**config.mk**
```make
export PLATFORM = sky130hd
export DESIGN_NAME = sram_like_arbiter_flat
export DESIGN_NICKNAME = d
export VERILOG_FILES = /design/src/rtl/sram_like_arbiter_pkg.sv /design/src/rtl/sram_like_arbiter_if.sv /design/src/rtl/sram_like_id_fifo.sv /design/src/rtl/sram_like_arbiter.sv /design/src/flat_wrapper.sv
export SDC_FILE = /design/constraint.sdc
export NUM_CORES = 1
export LEC_CHECK = 0
export CORE_AREA = 5 5 110 112
export DETAILED_ROUTE_END_ITERATION = 10
export DIE_AREA = 0 0 115 117
export PLACE_DENSITY = 0.7
export SKIP_LAST_GASP = 1
export SLEW_MARGIN = 25
export SYNTH_ARGS = -nofsm -noshare
export SYNTH_HDL_FRONTEND = slang
export SYNTH_SLANG_ARGS = --single-unit
```
**constraint.sdc**
```tcl
create_clock -name clk -period 5.2 [get_ports clk]
set_clock_uncertainty 0.1 [all_clocks]
set_input_delay 1.56 -clock clk [delete_from_list [all_inputs] [get_ports clk]]
set_output_delay 1.56 -clock clk [all_outputs]
set_load 0.005 [all_outputs]
```
**src/rtl/sram_like_arbiter_pkg.sv**
```systemverilog
// Shared definitions for the SRAM-like arbiter slice: transfer sizes,
// arbitration modes and the channel-index width helper.
package sram_like_pkg;

  localparam logic [1:0] SIZE_BYTE = 2'd0;
  localparam logic [1:0] SIZE_HALF = 2'd1;
  localparam logic [1:0] SIZE_WORD = 2'd2;

  localparam int unsigned ARB_FIXED = 0;
  localparam int unsigned ARB_RR    = 1;

  // Bits needed to name one of n channels; never less than one.
  function automatic int unsigned ch_width(input int unsigned n);
    return (n <= 2) ? 1 : $clog2(n);
  endfunction

endpackage

```
**src/rtl/sram_like_arbiter_if.sv**
```systemverilog
// SRAM-like bus bundle. N request lanes share one payload/response set per
// lane group; the master side drives requests, the slave side answers.
import sram_like_pkg::*;

interface sram_like_arbiter_if #(
  parameter int unsigned N      = 1,
  parameter int unsigned ADDR_W = 32,
  parameter int unsigned DATA_W = 32
);
  logic [N-1:0]              req;
  logic [N-1:0]              wr;
  logic [2*N-1:0]            size;
  logic [ADDR_W*N-1:0]       addr;
  logic [(DATA_W/8)*N-1:0]   wstrb;
  logic [DATA_W*N-1:0]       wdata;
  logic [N-1:0]              addr_ok;
  logic [N-1:0]              data_ok;
  logic [DATA_W-1:0]         rdata;

  modport master (
    output req, wr, size, addr, wstrb, wdata,
    input  addr_ok, data_ok, rdata
  );

  modport slave (
    input  req, wr, size, addr, wstrb, wdata,
    output addr_ok, data_ok, rdata
  );
endinterface

```
**src/rtl/sram_like_id_fifo.sv**
```systemverilog
// In-order FIFO of channel IDs for transactions accepted by the slave.
// Caller guarantees no push when full and no pop when empty.
import sram_like_pkg::*;

module sram_like_id_fifo #(
  parameter int unsigned WIDTH = 1,
  parameter int unsigned DEPTH = 4
) (
  input  logic                       clk,
  input  logic                       resetn,
  input  logic                       push,
  input  logic                       pop,
  input  logic [WIDTH-1:0]           din,
  output logic [WIDTH-1:0]           head,
  output logic                       full,
  output logic                       empty,
  output logic [$clog2(DEPTH):0]     count
);
  localparam int unsigned PTR_W = $clog2(DEPTH);

  logic [WIDTH-1:0] mem [DEPTH];
  logic [PTR_W-1:0] wr_ptr;
  logic [PTR_W-1:0] rd_ptr;

  assign head  = mem[rd_ptr];
  assign full  = (count == (PTR_W+1)'(DEPTH));
  assign empty = (count == '0);

  // Storage write; contents are don't-care until pushed, so no reset.
  always_ff @(posedge clk) begin
    if (push) mem[wr_ptr] <= din;
  end

  // Pointers wrap naturally since DEPTH is a power of two.
  always_ff @(posedge clk) begin
    if (!resetn) begin
      wr_ptr <= '0;
      rd_ptr <= '0;
      count  <= '0;
    end else begin
      if (push) wr_ptr <= wr_ptr + 1'b1;
      if (pop)  rd_ptr <= rd_ptr + 1'b1;
      case ({push, pop})
        2'b10:   count <= count + 1'b1;
        2'b01:   count <= count - 1'b1;
        default: count <= count;
      endcase
    end
  end

endmodule

```
**src/rtl/sram_like_arbiter.sv**
```systemverilog
// N-to-1 arbiter for the SRAM-like memory interface. Grants one master per
// cycle, holds the grant while a request is pending, and routes responses
// back in acceptance order using an ID FIFO.
import sram_like_pkg::*;

module sram_like_arbiter #(
  parameter int unsigned NUM_CH     = 2,
  parameter int unsigned ADDR_W     = 32,
  parameter int unsigned DATA_W     = 32,
  parameter int unsigned FIFO_DEPTH = 4,
  parameter int unsigned ARB_MODE   = ARB_FIXED
) (
  input  logic                          clk,
  input  logic                          resetn,
  sram_like_arbiter_if.slave            m,
  sram_like_arbiter_if.master           s,
  output logic [$clog2(FIFO_DEPTH):0]   outstanding,
  output logic                          resp_err
);
  localparam int unsigned CH_W = ch_width(NUM_CH);
  localparam int unsigned SW   = DATA_W / 8;

  typedef enum logic {
    ST_OPEN,
    ST_LOCKED
  } lock_state_t;

  lock_state_t      state, state_nxt;
  logic [CH_W-1:0]  lock_ch;
  logic [CH_W-1:0]  rr_ptr;
  logic [CH_W-1:0]  grant_arb;
  logic [CH_W-1:0]  grant;
  logic             s_req_i;
  logic             hs;
  logic             fifo_full;
  logic             fifo_empty;
  logic             pop;
  logic [CH_W-1:0]  fifo_head;

  // Free arbitration: fixed scans from 0, round robin scans from rr_ptr.
  always_comb begin
    logic        found;
    int unsigned idx;
    grant_arb = '0;
    found     = 1'b0;
    for (int unsigned k = 0; k < NUM_CH; k++) begin
      if (ARB_MODE == ARB_RR) idx = (int'(rr_ptr) + k) % NUM_CH;
      else                    idx = k;
      if (!found && m.req[idx]) begin
        grant_arb = CH_W'(idx);
        found     = 1'b1;
      end
    end
  end

  // Lock FSM next state plus grant and slave request/handshake.
  always_comb begin
    state_nxt = state;
    grant     = (state == ST_LOCKED) ? lock_ch : grant_arb;
    s_req_i   = m.req[grant] & ~fifo_full;
    hs        = s_req_i & s.addr_ok[0];
    if (hs)           state_nxt = ST_OPEN;
    else if (s_req_i) state_nxt = ST_LOCKED;
  end

  // Lock state register.
  always_ff @(posedge clk) begin
    if (!resetn) state <= ST_OPEN;
    else         state <= state_nxt;
  end

  // Remember which channel owns the pending request.
  always_ff @(posedge clk) begin
    if (!resetn)                      lock_ch <= '0;
    else if (s_req_i && !s.addr_ok[0]) lock_ch <= grant;
  end

  // Round-robin pointer moves past the channel just accepted.
  always_ff @(posedge clk) begin
    if (!resetn) begin
      rr_ptr <= '0;
    end else if (ARB_MODE == ARB_RR && hs) begin
      rr_ptr <= (grant == CH_W'(NUM_CH - 1)) ? '0 : grant + 1'b1;
    end
  end

  // Sticky error for responses that match no outstanding transaction.
  always_ff @(posedge clk) begin
    if (!resetn)                       resp_err <= 1'b0;
    else if (s.data_ok[0] && fifo_empty) resp_err <= 1'b1;
  end

  // Slave payload mux from the granted channel.
  always_comb begin
    s.req[0] = s_req_i;
    s.wr     = '0;
    s.size   = '0;
    s.addr   = '0;
    s.wstrb  = '0;
    s.wdata  = '0;
    for (int unsigned i = 0; i < NUM_CH; i++) begin
      if (grant == CH_W'(i)) begin
        s.wr[0] = m.wr[i];
        s.size  = m.size[2*i +: 2];
        s.addr  = m.addr[ADDR_W*i +: ADDR_W];
        s.wstrb = m.wstrb[SW*i +: SW];
        s.wdata = m.wdata[DATA_W*i +: DATA_W];
      end
    end
  end

  assign pop = s.data_ok[0] & ~fifo_empty;

  // Per-channel accept and response strobes; read data is shared.
  always_comb begin
    m.addr_ok = '0;
    m.data_ok = '0;
    m.rdata   = s.rdata;
    for (int unsigned i = 0; i < NUM_CH; i++) begin
      m.addr_ok[i] = hs  && (grant == CH_W'(i));
      m.data_ok[i] = pop && (fifo_head == CH_W'(i));
    end
  end

  sram_like_id_fifo #(
    .WIDTH (CH_W),
    .DEPTH (FIFO_DEPTH)
  ) u_id_fifo (
    .clk    (clk),
    .resetn (resetn),
    .push   (hs),
    .pop    (pop),
    .din    (grant),
    .head   (fifo_head),
    .full   (fifo_full),
    .empty  (fifo_empty),
    .count  (outstanding)
  );

endmodule

```
**src/flat_wrapper.sv**
```systemverilog
// flat-port wrapper written by rule: the top's interface ports become plain ports
module sram_like_arbiter_flat 
#(
  parameter int unsigned NUM_CH     = 2,
  parameter int unsigned ADDR_W     = 32,
  parameter int unsigned DATA_W     = 32,
  parameter int unsigned FIFO_DEPTH = 4,
  parameter int unsigned ARB_MODE   = ARB_FIXED
)
  (clk, resetn, outstanding, resp_err, m_req, m_wr, m_size, m_addr, m_wstrb, m_wdata, m_addr_ok, m_data_ok, m_rdata, s_req, s_wr, s_size, s_addr, s_wstrb, s_wdata, s_addr_ok, s_data_ok, s_rdata);
  sram_like_arbiter_if #(.N(2), .ADDR_W(ADDR_W), .DATA_W(DATA_W)) m_i ();
  sram_like_arbiter_if #(.N(1), .ADDR_W(ADDR_W), .DATA_W(DATA_W)) s_i ();
  input  logic clk;
  input  logic resetn;
  output logic [$clog2(FIFO_DEPTH):0] outstanding;
  output logic resp_err;
  input wire logic [$bits(m_i.req)-1:0] m_req;
  input wire logic [$bits(m_i.wr)-1:0] m_wr;
  input wire logic [$bits(m_i.size)-1:0] m_size;
  input wire logic [$bits(m_i.addr)-1:0] m_addr;
  input wire logic [$bits(m_i.wstrb)-1:0] m_wstrb;
  input wire logic [$bits(m_i.wdata)-1:0] m_wdata;
  output wire logic [$bits(m_i.addr_ok)-1:0] m_addr_ok;
  output wire logic [$bits(m_i.data_ok)-1:0] m_data_ok;
  output wire logic [$bits(m_i.rdata)-1:0] m_rdata;
  output wire logic [$bits(s_i.req)-1:0] s_req;
  output wire logic [$bits(s_i.wr)-1:0] s_wr;
  output wire logic [$bits(s_i.size)-1:0] s_size;
  output wire logic [$bits(s_i.addr)-1:0] s_addr;
  output wire logic [$bits(s_i.wstrb)-1:0] s_wstrb;
  output wire logic [$bits(s_i.wdata)-1:0] s_wdata;
  input wire logic [$bits(s_i.addr_ok)-1:0] s_addr_ok;
  input wire logic [$bits(s_i.data_ok)-1:0] s_data_ok;
  input wire logic [$bits(s_i.rdata)-1:0] s_rdata;
  assign m_i.req = m_req;
  assign m_i.wr = m_wr;
  assign m_i.size = m_size;
  assign m_i.addr = m_addr;
  assign m_i.wstrb = m_wstrb;
  assign m_i.wdata = m_wdata;
  assign m_addr_ok = m_i.addr_ok;
  assign m_data_ok = m_i.data_ok;
  assign m_rdata = m_i.rdata;
  assign s_req = s_i.req;
  assign s_wr = s_i.wr;
  assign s_size = s_i.size;
  assign s_addr = s_i.addr;
  assign s_wstrb = s_i.wstrb;
  assign s_wdata = s_i.wdata;
  assign s_i.addr_ok = s_addr_ok;
  assign s_i.data_ok = s_data_ok;
  assign s_i.rdata = s_rdata;
  sram_like_arbiter #(.NUM_CH(NUM_CH), .ADDR_W(ADDR_W), .DATA_W(DATA_W), .FIFO_DEPTH(FIFO_DEPTH), .ARB_MODE(ARB_MODE)) u_core (.clk(clk), .resetn(resetn), .m(m_i), .s(s_i), .outstanding(outstanding), .resp_err(resp_err));
endmodule
```
* After elaboration in Yosys (flattened, before gate mapping)
Memory sizes are Yosys's and may differ from the RTL's. A register that Yosys moved wholly into a read port is not among the register bits. Cells that the tools add are included.
Storage, ports and cells: bits in registers 10, latch bits 0, RAM bits 4, memory bits (read-only) 0, input port bits 180, logic and storage cells 50, memories 1
Operators by class: add/sub/neg operators 4, $mul 0, divide/modulo/power cells 0, $lt $le $gt $ge 1, equality and inequality tests 3, shifts and indexed selects 0, multiplexer cells 15, bitwise operators 8, reductions and logical operators 12
Memory list:
- u_core.u_id_fifo.mem | words 4, width 1, read ports 1, clocked after Yosys merged registers in 1, write ports 1, RTL line sram_like_id_fifo.sv:21 | logic [WIDTH-1:0] mem [DEPTH];
Operators with widths (number):
- 2-to-1 mux 32 bit | 2
- 2-to-1 mux 1 bit | 8
- logical AND 1 bit | 7
- 2-to-1 mux 2 bit | 3
- one-hot mux 3 bit (2 select lines) | 1
- inverter 1 bit | 5
- adder 2 x 1 -> 2 bit, second input constant | 2
- 2-to-1 mux 4 bit | 1
- adder 3 x 1 -> 3 bit, second input constant | 1
- bitwise AND 1 bit | 3
- == test 3 bit, second input constant | 1
- zero test 3 bit | 1
- subtractor 3 x 1 -> 3 bit, second input constant | 1
- == test 2 x 1 -> 1 bit, second input constant | 1
- == test 2 bit, second input constant | 1
- zero test 1 bit | 2
- less-than comparator 1 x 2 -> 1 bit, second input constant | 1
- nonzero test 2 bit | 1
- OR reduction 2 bit | 1

* Logic depth before layout (Yosys ltp)
Gate-level depths: netlist (run 1).
word-level depth 11, depth in mapped cells 9, gate-level depth less buffers 9

* By module
From an unflattened synthesis (run 1), not the netlist that was laid out.
Unflattened totals: cells, all modules 187, area total of the unflattened synthesis 1908.1 µm²
By module, submodules not included:
- sram_like_arbiter | instances 1, cells an instance 136, area each 1315.0 µm², sequential area each 60.1 µm²
- sram_like_id_fifo | instances 1, cells an instance 51, area each 593.1 µm², sequential area each 300.3 µm²

* Worst setup path before layout (run 1)
Ideal clock, no wire load.
path type input-to-output, start input m_req[1], end output m_addr_ok[1], arrival 2.485 ns, required time 3.540 ns, path slack 1.055 ns, cell stages on the path 5, buffers on the path 2, cell sequence inv_1 o31a_2 buf_6 buf_6 nor4_1
On the way: longest elaborated chain between the ends 8
RTL lines:
- start: declaration | RTL line flat_wrapper.sv:17 | input wire logic [$bits(m_i.req)-1:0] m_req;
- logical AND 1 bit | RTL line sram_like_arbiter.sv:49 | if (!found && m.req[idx]) begin
- 2-to-1 mux 1 bit | RTL line sram_like_arbiter.sv:49
- 2-to-1 mux 1 bit | RTL line sram_like_arbiter.sv:59 | grant = (state == ST_LOCKED) ? lock_ch : grant_arb;
- 2-to-1 mux 1 bit (implied by the code) (2 in a row) | RTL line sram_like_arbiter.sv:60 | s_req_i = m.req[grant] & ~fifo_full;
- bitwise AND 1 bit | RTL line sram_like_arbiter.sv:60
- bitwise AND 1 bit | RTL line sram_like_arbiter.sv:61 | hs = s_req_i & s.addr_ok[0];
- logical AND 1 bit * | RTL line sram_like_arbiter.sv:120 | m.addr_ok[i] = hs && (grant == CH_W'(i));
- end: declaration | RTL line flat_wrapper.sv:23 | output wire logic [$bits(m_i.addr_ok)-1:0] m_addr_ok;
Every way passes the cells marked *; elsewhere a longest branch is shown, timed or not. The select of a mux whose other input is x is not followed.

* Worst setup path in the final report (run 1)
start input m_req[1], end output s_addr[20]
On the way: longest elaborated chain between the ends 4
RTL lines:
- logical AND 1 bit | RTL line sram_like_arbiter.sv:49
- 2-to-1 mux 1 bit | RTL line sram_like_arbiter.sv:49
- 2-to-1 mux 1 bit | RTL line sram_like_arbiter.sv:59
- 2-to-1 mux 32 bit | RTL line sram_like_arbiter.sv:102 | if (grant == CH_W'(i)) begin
- end: declaration | RTL line flat_wrapper.sv:29 | output wire logic [$bits(s_i.addr)-1:0] s_addr;
No other way between the ends.

==> results of run 1 <==
==> worst min-delay path, stage by stage (launching register included) <==
cell and delay [ns]:
dfxtp_1 0.33, a21oi_1 0.05, nor2_1 0.07
==> kinds of logic (layout without fill, tap and decap cells) <==
family	Yosys count	in the layout	share of synthesized area, %
AOI/OAI and AO/OA	11	11	5.12
xor gates and xnor gates	4	4	1.79
adders and majority gates	6	6	4.22
buffers and inverters	54	250	19.2
DFF	16	16	18.4
muxes	75	75	43.5
and+or+nand+nor	27	27	7.67
==> metal layers <==
layer | share of wire [%] | track usage [%] | wire length (um)
met5 | 0 | 0 | 0
met4 | 0.62 | 1.33 | 57
met3 | 8.9 | 3.86 | 817
met2 | 51 | 19.7 | 4660
met1 | 39 | 15.3 | 3600
==> through the flow <==
step	instances	hold slack, ns	power [uW]	worst slack (ns)	area (um^2)
final	532	0.386	870	0.0911	4250
after global routing	532	0.435	934	0.0245	4250
after CTS	530	0.391	874	0.00981	4220
after detailed placement	526	0.379	720	0.0291	4140
after global placement	526	0.361	711	0.0300	4140
after floorplan	193	0.359	429	1.05	1960
==> placed cells by master (no fill, tap or decap), types with 2 or more instances in the layout <==
cell type,instances
clkdlybuf4s50_1,227
mux2_2,71
inv_1,13
dfxtp_1,12
nor2_1,8
nand2_1,6
ha_1,5
and2_2,4
xor2_1,4
clkbuf_16,4
edfxtp_1,4
mux2i_1,3
a21oi_1,3
nor4_1,2
clkinv_1,2
or3_1,2
buf_12,2
buf_4,2
==> power by group through the flow <==
stage	clock [uW]	combinational (uW)	sequential, uW
2_1_floorplan	0	244	184
3_3_place_gp	0	520	191
3_5_place_dp	0	527	193
4_1_cts	150	534	191
5_1_grt	157	582	195
6_report	146	534	190
==> how the worst max path moves through the flow <==
stage | slack [ns] | startpoint | endpoint
2_1_floorplan | 1.05 | m_req[1] | m_addr_ok[1]
3_3_place_gp | 0.03 | m_req[1] | s_addr[20]
3_5_place_dp | 0.03 | m_req[1] | s_addr[20]
4_1_cts | 0.01 | m_req[1] | s_addr[20]
5_1_grt | 0.02 | m_req[1] | s_addr[20]
6_report | 0.09 | m_req[1] | s_addr[20]
==> area by class of cell <==
cell class | instances | area (um^2)
fillers | 1115 | 6880
repair buffers | 232 | 2350
multi-input cells | 123 | 1230
flip-flops and latches | 16 | 360
well taps | 143 | 179
clock buffers | 3 | 75.1
inverters | 14 | 52.6
clock inverters | 1 | 3.75
==> repair_timing <==
action,4_1_cts,5_1_grt
setup buffers,0,1
hold buffers,0,0
resized for setup,0,0
setup endpoints to repair,0,33
==> reports/results.ini, run 1 <==
[route]
dr.first_iter.drc_count=41
routedWlPerCell_um=17.2
first_pass_iters=4
drc=0
vias=2153
ant_nets=0
drt-total-wl_um=9130
vias_per_cell=4.05

[logic_synthesis]
yosysTopAreaCell=mux2_2
synth_seq_cells=16
syn-cell-area_mm2=0.00196
syn_area_per_cell_um2=10.1
synth_common_cells=mux2_2, buf_4, inv_1, dfxtp_1, nor2_1
synth_area_leaders=mux2_2, dfxtp_1, buf_4
synth-edff-count=4
synth.distinct_cells=32
synth-async-reset-ratio_pct=0
synth-main-ff-cell=dfxtp_1
syn-instance-count=193
seq_area_frac_synth_pct=18.4
yosys_warnings=0
synth_top_area_share_pct=40.9
syn_nets=379
synth_most_common_cell=mux2_2

[pwr]
p_sw_share_pct=29.4
p_comb_share_pct=61.3
internal_power_uw=615
leakage_uw=0.00162
power_density_mw_per_mm2=205
pwr-share-seq_pct=21.9
vdd_drop_max_mv=0.270
p_switching_uw=255
pwr-share-clk_pct=16.8

[timing]
rsz0062_at_grt=false
slew_headroom_pct=59.9
tns_ns=0
worst_slew_pin_slew_ns=0.597
setup_violations=0
fin_crit_sh_pct=98.2
fin_crit_ns=5.11
slew_violations=0
max_freq_ghz=0.196
hold_viol_final=0

[setup_path]
rr_endpoint=u_core.u_id_fifo.count[2]
critPathSlowestCell=clkdlybuf4s50_1
critPathTopFamily=buffers and inverters
timing.critical_path.to_type=primary output
reg2reg_depth=9
path_class=in2out
crit_path_start_kind=primary input
reg2reg_from=u_core.u_id_fifo.count[2]
crit_cells=6
max_stage_delay_ns=0.53
arrival_ns=3.45
rrSetupSlack_ns=2.66
worstPathMaxFanout=20
crit_chain=clkdlybuf4s50_1 -> inv_1 -> o31a_4 -> buf_12 -> mux2_2 -> clkdlybuf4s50_1
critPathRequiredTime_ns=3.54
critical_path_buf_inv_count=4
crit_top_cell=clkdlybuf4s50_1

[die]
io_pins=292
die-height_um=117
fp.dieArea_mm2=0.0135
core_mm2=0.0111
start_util_pct=17.6
fp-row-count=39
fp.dieW_um=115

[min_path]
hp-start=u_core.resp_err
holdPathEnd=u_core.resp_err
min_path_type=reg2reg
min_path_cells=2

[cts]
htreeDepth=1
cts_tree=built
numCtsBuffers=3
cts-root-buf=clkbuf_16
clk_path_buf_depth=2
clock_latency_ns=0.24
clkTransAtPathRegs_ns=0.05
cts_sinks=16

[global_route]
grt_use_total_pct=11.8
grt_pass1_wl_um=12500
grt-ovfl-total=0
grt_pass1_vias=2243
antenna_found_initial=0
grt_max_degree=41

[placement]
io_buffers=227
detailedPlacementHpwl_um=7880
place.gp.congestion=0.802

[final_layout]
syn2layout_area_growth_pct=117
nNetsFinal=576
diodes=0
final_util_pct=38.2
drive_above_1_share_pct=22.9

[status]
run_status=completed

[flow_run]
drv_cap=0

(Power assumes the default switching activity.)
==> inputs of run 2 (changes only) <==
--- a/config.mk
+++ b/config.mk
@@ -5,10 +5,10 @@
 export SDC_FILE = /design/constraint.sdc
 export NUM_CORES = 1
 export LEC_CHECK = 0
-export CORE_AREA = 5 5 110 112
+export CORE_AREA = 2 2 113 115
 export DETAILED_ROUTE_END_ITERATION = 10
 export DIE_AREA = 0 0 115 117
-export PLACE_DENSITY = 0.7
+export PLACE_DENSITY = 0.64
 export SKIP_LAST_GASP = 1
 export SLEW_MARGIN = 25
 export SYNTH_ARGS = -nofsm -noshare
==> run 2 against run 1 <==
Net effect: die area did not move; sequential power hardly changed; via count shrank 0.88%; setup slack worse by 0.010 ns; design area fell by 0.56%; fmax down 0.20%; global-route usage increased by 0.27 points; critical path depth unchanged; wire length fell by 1.7%.
==> reports/results.ini, run 2 (synthesis results as in run 1) <==
[die]
fp.dieW_um=115  ; unchanged
fp.dieArea_mm2=0.0135  ; unchanged
io_pins=292  ; unchanged
fp-row-count=41  ; was 39
die-height_um=117  ; unchanged
start_util_pct=15.9  ; was 17.6%
core_mm2=0.0123  ; was 0.0111 mm^2

[placement]
io_buffers=227  ; unchanged
detailedPlacementHpwl_um=7950  ; was 7880 um
place_inst=533  ; was 526
dpl_cell_area_mm2=0.00415  ; was 0.00414 mm^2
place.gp.congestion=0.905  ; was 0.802

[cts]
htreeDepth=1  ; unchanged
post_cts_buffers=0  ; unchanged
clock_latency_ns=0.25  ; was 0.24 ns
hold_buffers=0  ; unchanged
cts-root-buf=clkbuf_16  ; unchanged
clk_path_buf_depth=2  ; unchanged
cts-resized-gates=0  ; unchanged
numCtsBuffers=3  ; unchanged
cts_sinks=16  ; unchanged
clkTransAtPathRegs_ns=0.05  ; about the same
cts_tree=built  ; unchanged

[final_layout]
fin_area_mm2=0.00423  ; was 0.00425 mm^2
drive_above_1_share_pct=22.5  ; was 22.9%
syn2layout_area_growth_pct=116  ; was 117%
nNetsFinal=574  ; was 576
layout_common_cells=clkdlybuf4s50_1, mux2_2, inv_1  ; unchanged
final_cells=537  ; was 532
diodes=0  ; unchanged
final_common_cell=clkdlybuf4s50_1  ; unchanged
final_util_pct=34.3  ; was 38.2%

[flow_run]
drv_cap=0  ; unchanged

[setup_path]
reg2reg_depth=9  ; unchanged
arrival_ns=3.46  ; was 3.45 ns
critPathSlowestCell=clkdlybuf4s50_1  ; unchanged
critPathRequiredTime_ns=3.54  ; about the same
max_stage_delay_ns=0.51  ; was 0.53 ns
crit_top_cell=clkdlybuf4s50_1  ; unchanged
path_class=in2out  ; unchanged
crit_chain=clkdlybuf4s50_1 -> inv_1 -> o31a_4 -> buf_12 -> mux2_2 -> clkdlybuf4s50_1  ; unchanged
rrSetupSlack_ns=2.69  ; was 2.66 ns
crit_path_start_kind=primary input  ; unchanged
worstPathMaxFanout=29  ; was 20
timing.critical_path.to_type=primary output  ; unchanged

[global_route]
grt-ovfl-total=0  ; unchanged
grt_pass1_vias=2220  ; was 2,243
grt_use_total_pct=12.0  ; was 11.8%
grt_pass1_wl_um=12400  ; was 12,500 um
grt_max_degree=34  ; was 41
antenna_found_initial=0  ; unchanged

[route]
drt-total-wl_um=8980  ; was 9130 um
ant_nets=0  ; unchanged
vias_per_cell=3.97  ; was 4.05
first_pass_iters=4  ; unchanged
routedWlPerCell_um=16.7  ; was 17.2 um
dr.first_iter.drc_count=44  ; was 41
drc=0  ; unchanged
vias=2134  ; was 2,153

[min_path]
min_path_type=reg2reg  ; unchanged
min_path_cells=2  ; unchanged

[pwr]
vdd_drop_max_mv=0.109  ; was 0.270 mV
power_density_mw_per_mm2=204  ; was 205 mW/mm^2
leakage_uw=0.00160  ; was 0.00162 uW
total_power_uw=864  ; was 870 uW

[timing]
setup_violations=0  ; unchanged
slew_violations=0  ; unchanged
fin_crit_sh_pct=98.4  ; was 98.2%
worst_slew_pin_slew_ns=0.533  ; was 0.597 ns
rsz0062_at_grt=false  ; unchanged
max_freq_ghz=0.195  ; was 0.196 GHz
fin_crit_ns=5.12  ; was 5.11 ns
tns_ns=0  ; unchanged
hold_viol_final=0  ; unchanged
slew_headroom_pct=64.1  ; was 59.9%

[status]
run_status=completed  ; unchanged

run 2: changes by cell type in the layout (fill, tap and decap cells not counted), sizes merged:
| cell | delta |
|---|---|
| clkbuf | -1 |
| buf | -1 |
run 2: path summary, 6_finish.rpt:
| path | startpoint | to |
|---|---|---|
| setup reg to reg | u_core.u_id_fifo.count[2] | u_core.u_id_fifo.count[2] |
| hold reg to reg | u_core.resp_err | u_core.resp_err |
| hold / removal | u_core.resp_err | u_core.resp_err |
| setup / recovery | m_req[1] | s_wstrb[3] |
run 2: metrics by stage:
stage / setup slack [ns] / hold WS, ns
finish: 0.0808 / 0.371
global route: 0.0182 / 0.413
CTS: 0.0672 / 0.379
detailed placement: 0.0788 / 0.368
global placement: 0.0658 / 0.353
floorplan: 1.05 / 0.359
run 2: area by class of cell:
class,instances,area (um^2)
flip-flops and latches,16,360
clock buffers,3,75.1
clock inverters,1,3.75
fillers,1249,8090
repair buffers,230,2320
multi-input cells,123,1230
well taps,150,188
inverters,14,52.6
run 2: report_power, final:
part / internal, uW / total [uW] / switching [uW] / leakage, uW
clock: 102 / 149 / 47.2 / 0.0000385
combinational: 351 / 527 / 176 / 0.00143
sequential: 158 / 187 / 29.3 / 0.000136
run 2: critical path, delay by kind of cell:
family          cells  cell delay, ns
mux                 1            0.27
compound gates      1            0.37
buf+inv             4            1.25
run 2: layer usage:
layer | vias to the layer above | share of wire (%) | GRT usage (%)
met5 | - | 0 | 0
met3 | 5 | 6.8 | 3.04
met1 | 983 | 40 | 14.6
met2 | 112 | 52 | 21.8
met4 | 0 | 0.91 | 1.93
li1 | 1034 | - | -
==> inputs of run 3 (changes only) <==
--- a/config.mk
+++ b/config.mk
@@ -6,6 +6,7 @@
 export NUM_CORES = 1
 export LEC_CHECK = 0
 export CORE_AREA = 2 2 113 115
+export CTS_BUF_LIST = sky130_fd_sc_hd__clkbuf_4
 export DETAILED_ROUTE_END_ITERATION = 10
 export DIE_AREA = 0 0 115 117
 export PLACE_DENSITY = 0.64
==> run 3 against run 2 <==
Net effect: register-to-register slack hardly changed; sequential cell count unchanged; non-clock buffer count did not move; critical path depth did not move; global-route usage about the same; sequential power about the same; design area is 1.2% lower; die area is the same; sequential share of layout area grew 0.11 points; count of clock-buffer cells in the layout is the same; utilization fell by 0.43 points; largest power group unchanged; highest routed layer unchanged.
==> reports/results.ini, run 3 (synthesis results as in run 1) <==
[status]
run_status=completed  ; unchanged

[route]
vias=2127  ; was 2,134
vias_per_cell=3.96  ; was 3.97
routedWlPerCell_um=16.6  ; was 16.7 um
ant_nets=0  ; unchanged
dr.first_iter.drc_count=39  ; was 44
first_pass_iters=4  ; unchanged
drc=0  ; unchanged
drt-total-wl_um=8920  ; was 8980 um

[timing]
hold_viol_final=0  ; unchanged
tns_ns=0  ; unchanged
setup_violations=0  ; unchanged
slew_violations=0  ; unchanged
worst_slew_pin_slew_ns=0.529  ; was 0.533 ns
fin_crit_ns=5.11  ; was 5.12 ns
max_freq_ghz=0.196  ; was 0.195 GHz
setup_slack_ns=0.0879  ; was 0.0808 ns
holdWs_ns=0.381  ; was 0.371 ns
rsz0062_at_grt=false  ; unchanged
fin_crit_sh_pct=98.3  ; was 98.4%
slew_headroom_pct=64.4  ; was 64.1%

[global_route]
grt_max_degree=34  ; unchanged
globalRouteMet2Util_pct=21.8  ; unchanged
antenna_found_initial=0  ; unchanged
busiest_layer=met2  ; unchanged
grt_use_total_pct=12.0  ; about the same
grt_use_met1_pct=14.6  ; about the same
grt-ovfl-total=0  ; unchanged
grt_pass1_wl_um=12400  ; about the same
grt_use_met3_pct=3.04  ; unchanged
grt_pass1_vias=2217  ; was 2,220

[cts]
clkTransAtPathRegs_ns=0.09  ; was 0.05 ns
htreeDepth=1  ; unchanged
hold_buffers=0  ; unchanged
clk_path_buf_depth=2  ; unchanged
clock_latency_ns=0.29  ; was 0.25 ns
cts_tree=built  ; unchanged
cts_sinks=16  ; unchanged
cts-root-buf=clkbuf_4  ; was clkbuf_16
numCtsBuffers=3  ; unchanged
cts-resized-gates=0  ; unchanged
post_cts_buffers=0  ; unchanged

[setup_path]
critPathTopFamily=buffers and inverters  ; unchanged
crit_top_cell=clkdlybuf4s50_1  ; unchanged
startpoint=m_req[1]  ; unchanged
path_class=in2out  ; unchanged
critPathRequiredTime_ns=3.54  ; about the same
critPathSlowestCell=clkdlybuf4s50_1  ; unchanged
critical_path_buf_inv_count=4  ; unchanged
arrival_ns=3.45  ; was 3.46 ns
timing.critical_path.to_type=primary output  ; unchanged
crit_path_start_kind=primary input  ; unchanged
reg2reg_from=u_core.u_id_fifo.count[2]  ; unchanged
worstPathMaxFanout=29  ; unchanged
crit_chain=clkdlybuf4s50_1 -> inv_1 -> o31a_4 -> buf_12 -> mux2_2 -> clkdlybuf4s50_1  ; unchanged
max_stage_delay_ns=0.51  ; about the same

[final_layout]
fin_area_mm2=0.00417  ; was 0.00423 mm^2
drive_above_1_share_pct=22.5  ; unchanged
syn2layout_area_growth_pct=113  ; was 116%
layout_common_cells=clkdlybuf4s50_1, mux2_2, inv_1  ; unchanged
nNetsFinal=574  ; unchanged
final_common_cell=clkdlybuf4s50_1  ; unchanged
diodes=0  ; unchanged

[flow_run]
drv_cap=0  ; unchanged

[min_path]
min_path_type=reg2reg  ; unchanged
hp-start=u_core.resp_err  ; unchanged

[placement]
dp_worst_setup_slack_ns=0.0788  ; unchanged
dpl_cell_area_mm2=0.00415  ; unchanged
place.gp.congestion=0.905  ; unchanged
detailedPlacementHpwl_um=7950  ; unchanged
io_buffers=227  ; unchanged

[die]
fp.dieW_um=115  ; unchanged
io_pins=292  ; unchanged
fp.dieArea_mm2=0.0135  ; unchanged
fp-row-count=41  ; unchanged
start_util_pct=15.9  ; unchanged
die-height_um=117  ; unchanged
core_mm2=0.0123  ; unchanged

[pwr]
leakage_uw=0.00158  ; was 0.00160 uW
vdd_drop_max_mv=0.0651  ; was 0.109 mV
power_density_mw_per_mm2=187  ; was 204 mW/mm^2

==> run 3: cell counts in the layout (fill, tap and decap cells not counted) <==
No cell type changed its count.
==> run 3: worst paths after layout <==
check                                                 end  slack (ns)  cells after the start
worst max register to register  u_core.u_id_fifo.count[2]        2.68                      9
worst min-delay path                      u_core.resp_err        0.38                      2
worst max-delay path                           s_wstrb[3]        0.09                      6
worst min register to register            u_core.resp_err        0.38                      2
==> run 3: metal layers <==
| metal | share of wire (%) | up-vias |
|---|---|---|
| li1 | - | 1035 |
| met4 | 0.85 | 0 |
| met1 | 40 | 974 |
| met2 | 52 | 113 |
| met5 | 0 | - |
| met3 | 6.8 | 5 |
==> run 3: power breakdown <==
| group | internal [uW] | switching [uW] | leakage [uW] |
|---|---|---|---|
| Combinational | 351 | 176 | 0.00143 |
| Clock | 27.9 | 38.5 | 0.0000154 |
| Sequential | 157 | 29.4 | 0.000136 |
| Total | 537 | 244 | 0.00158 |
==> run 3: layout make-up <==
| type | instances | area [um^2] |
|---|---|---|
| inverter | 14 | 52.6 |
| tap | 150 | 188 |
| multi-input combinational | 123 | 1230 |
| sequential | 16 | 360 |
| timing repair buffer | 230 | 2320 |
| fill | 1254 | 8140 |
| clock inverter | 1 | 3.75 |
| clock buffer | 3 | 22.5 |
==> run 3: worst reg2reg max path, stage by stage (launching register included) <==
cell	delay, ns
dfxtp_1	0.43
nor3b_2	0.47
a2111oi_4	0.14
inv_1	0.09
ha_1	0.18
inv_1	0.06
fa_1	0.38
xor2_1	0.16
or3_1	0.30
a21oi_1	0.14
==> run 3: metrics by stage <==
stage	util, %	total power (uW)	instances
finish	33.9	780	537
global route	33.9	841	537
CTS	33.9	790	537
detailed placement	33.7	717	533
global placement	33.7	711	533
floorplan	-	429	193
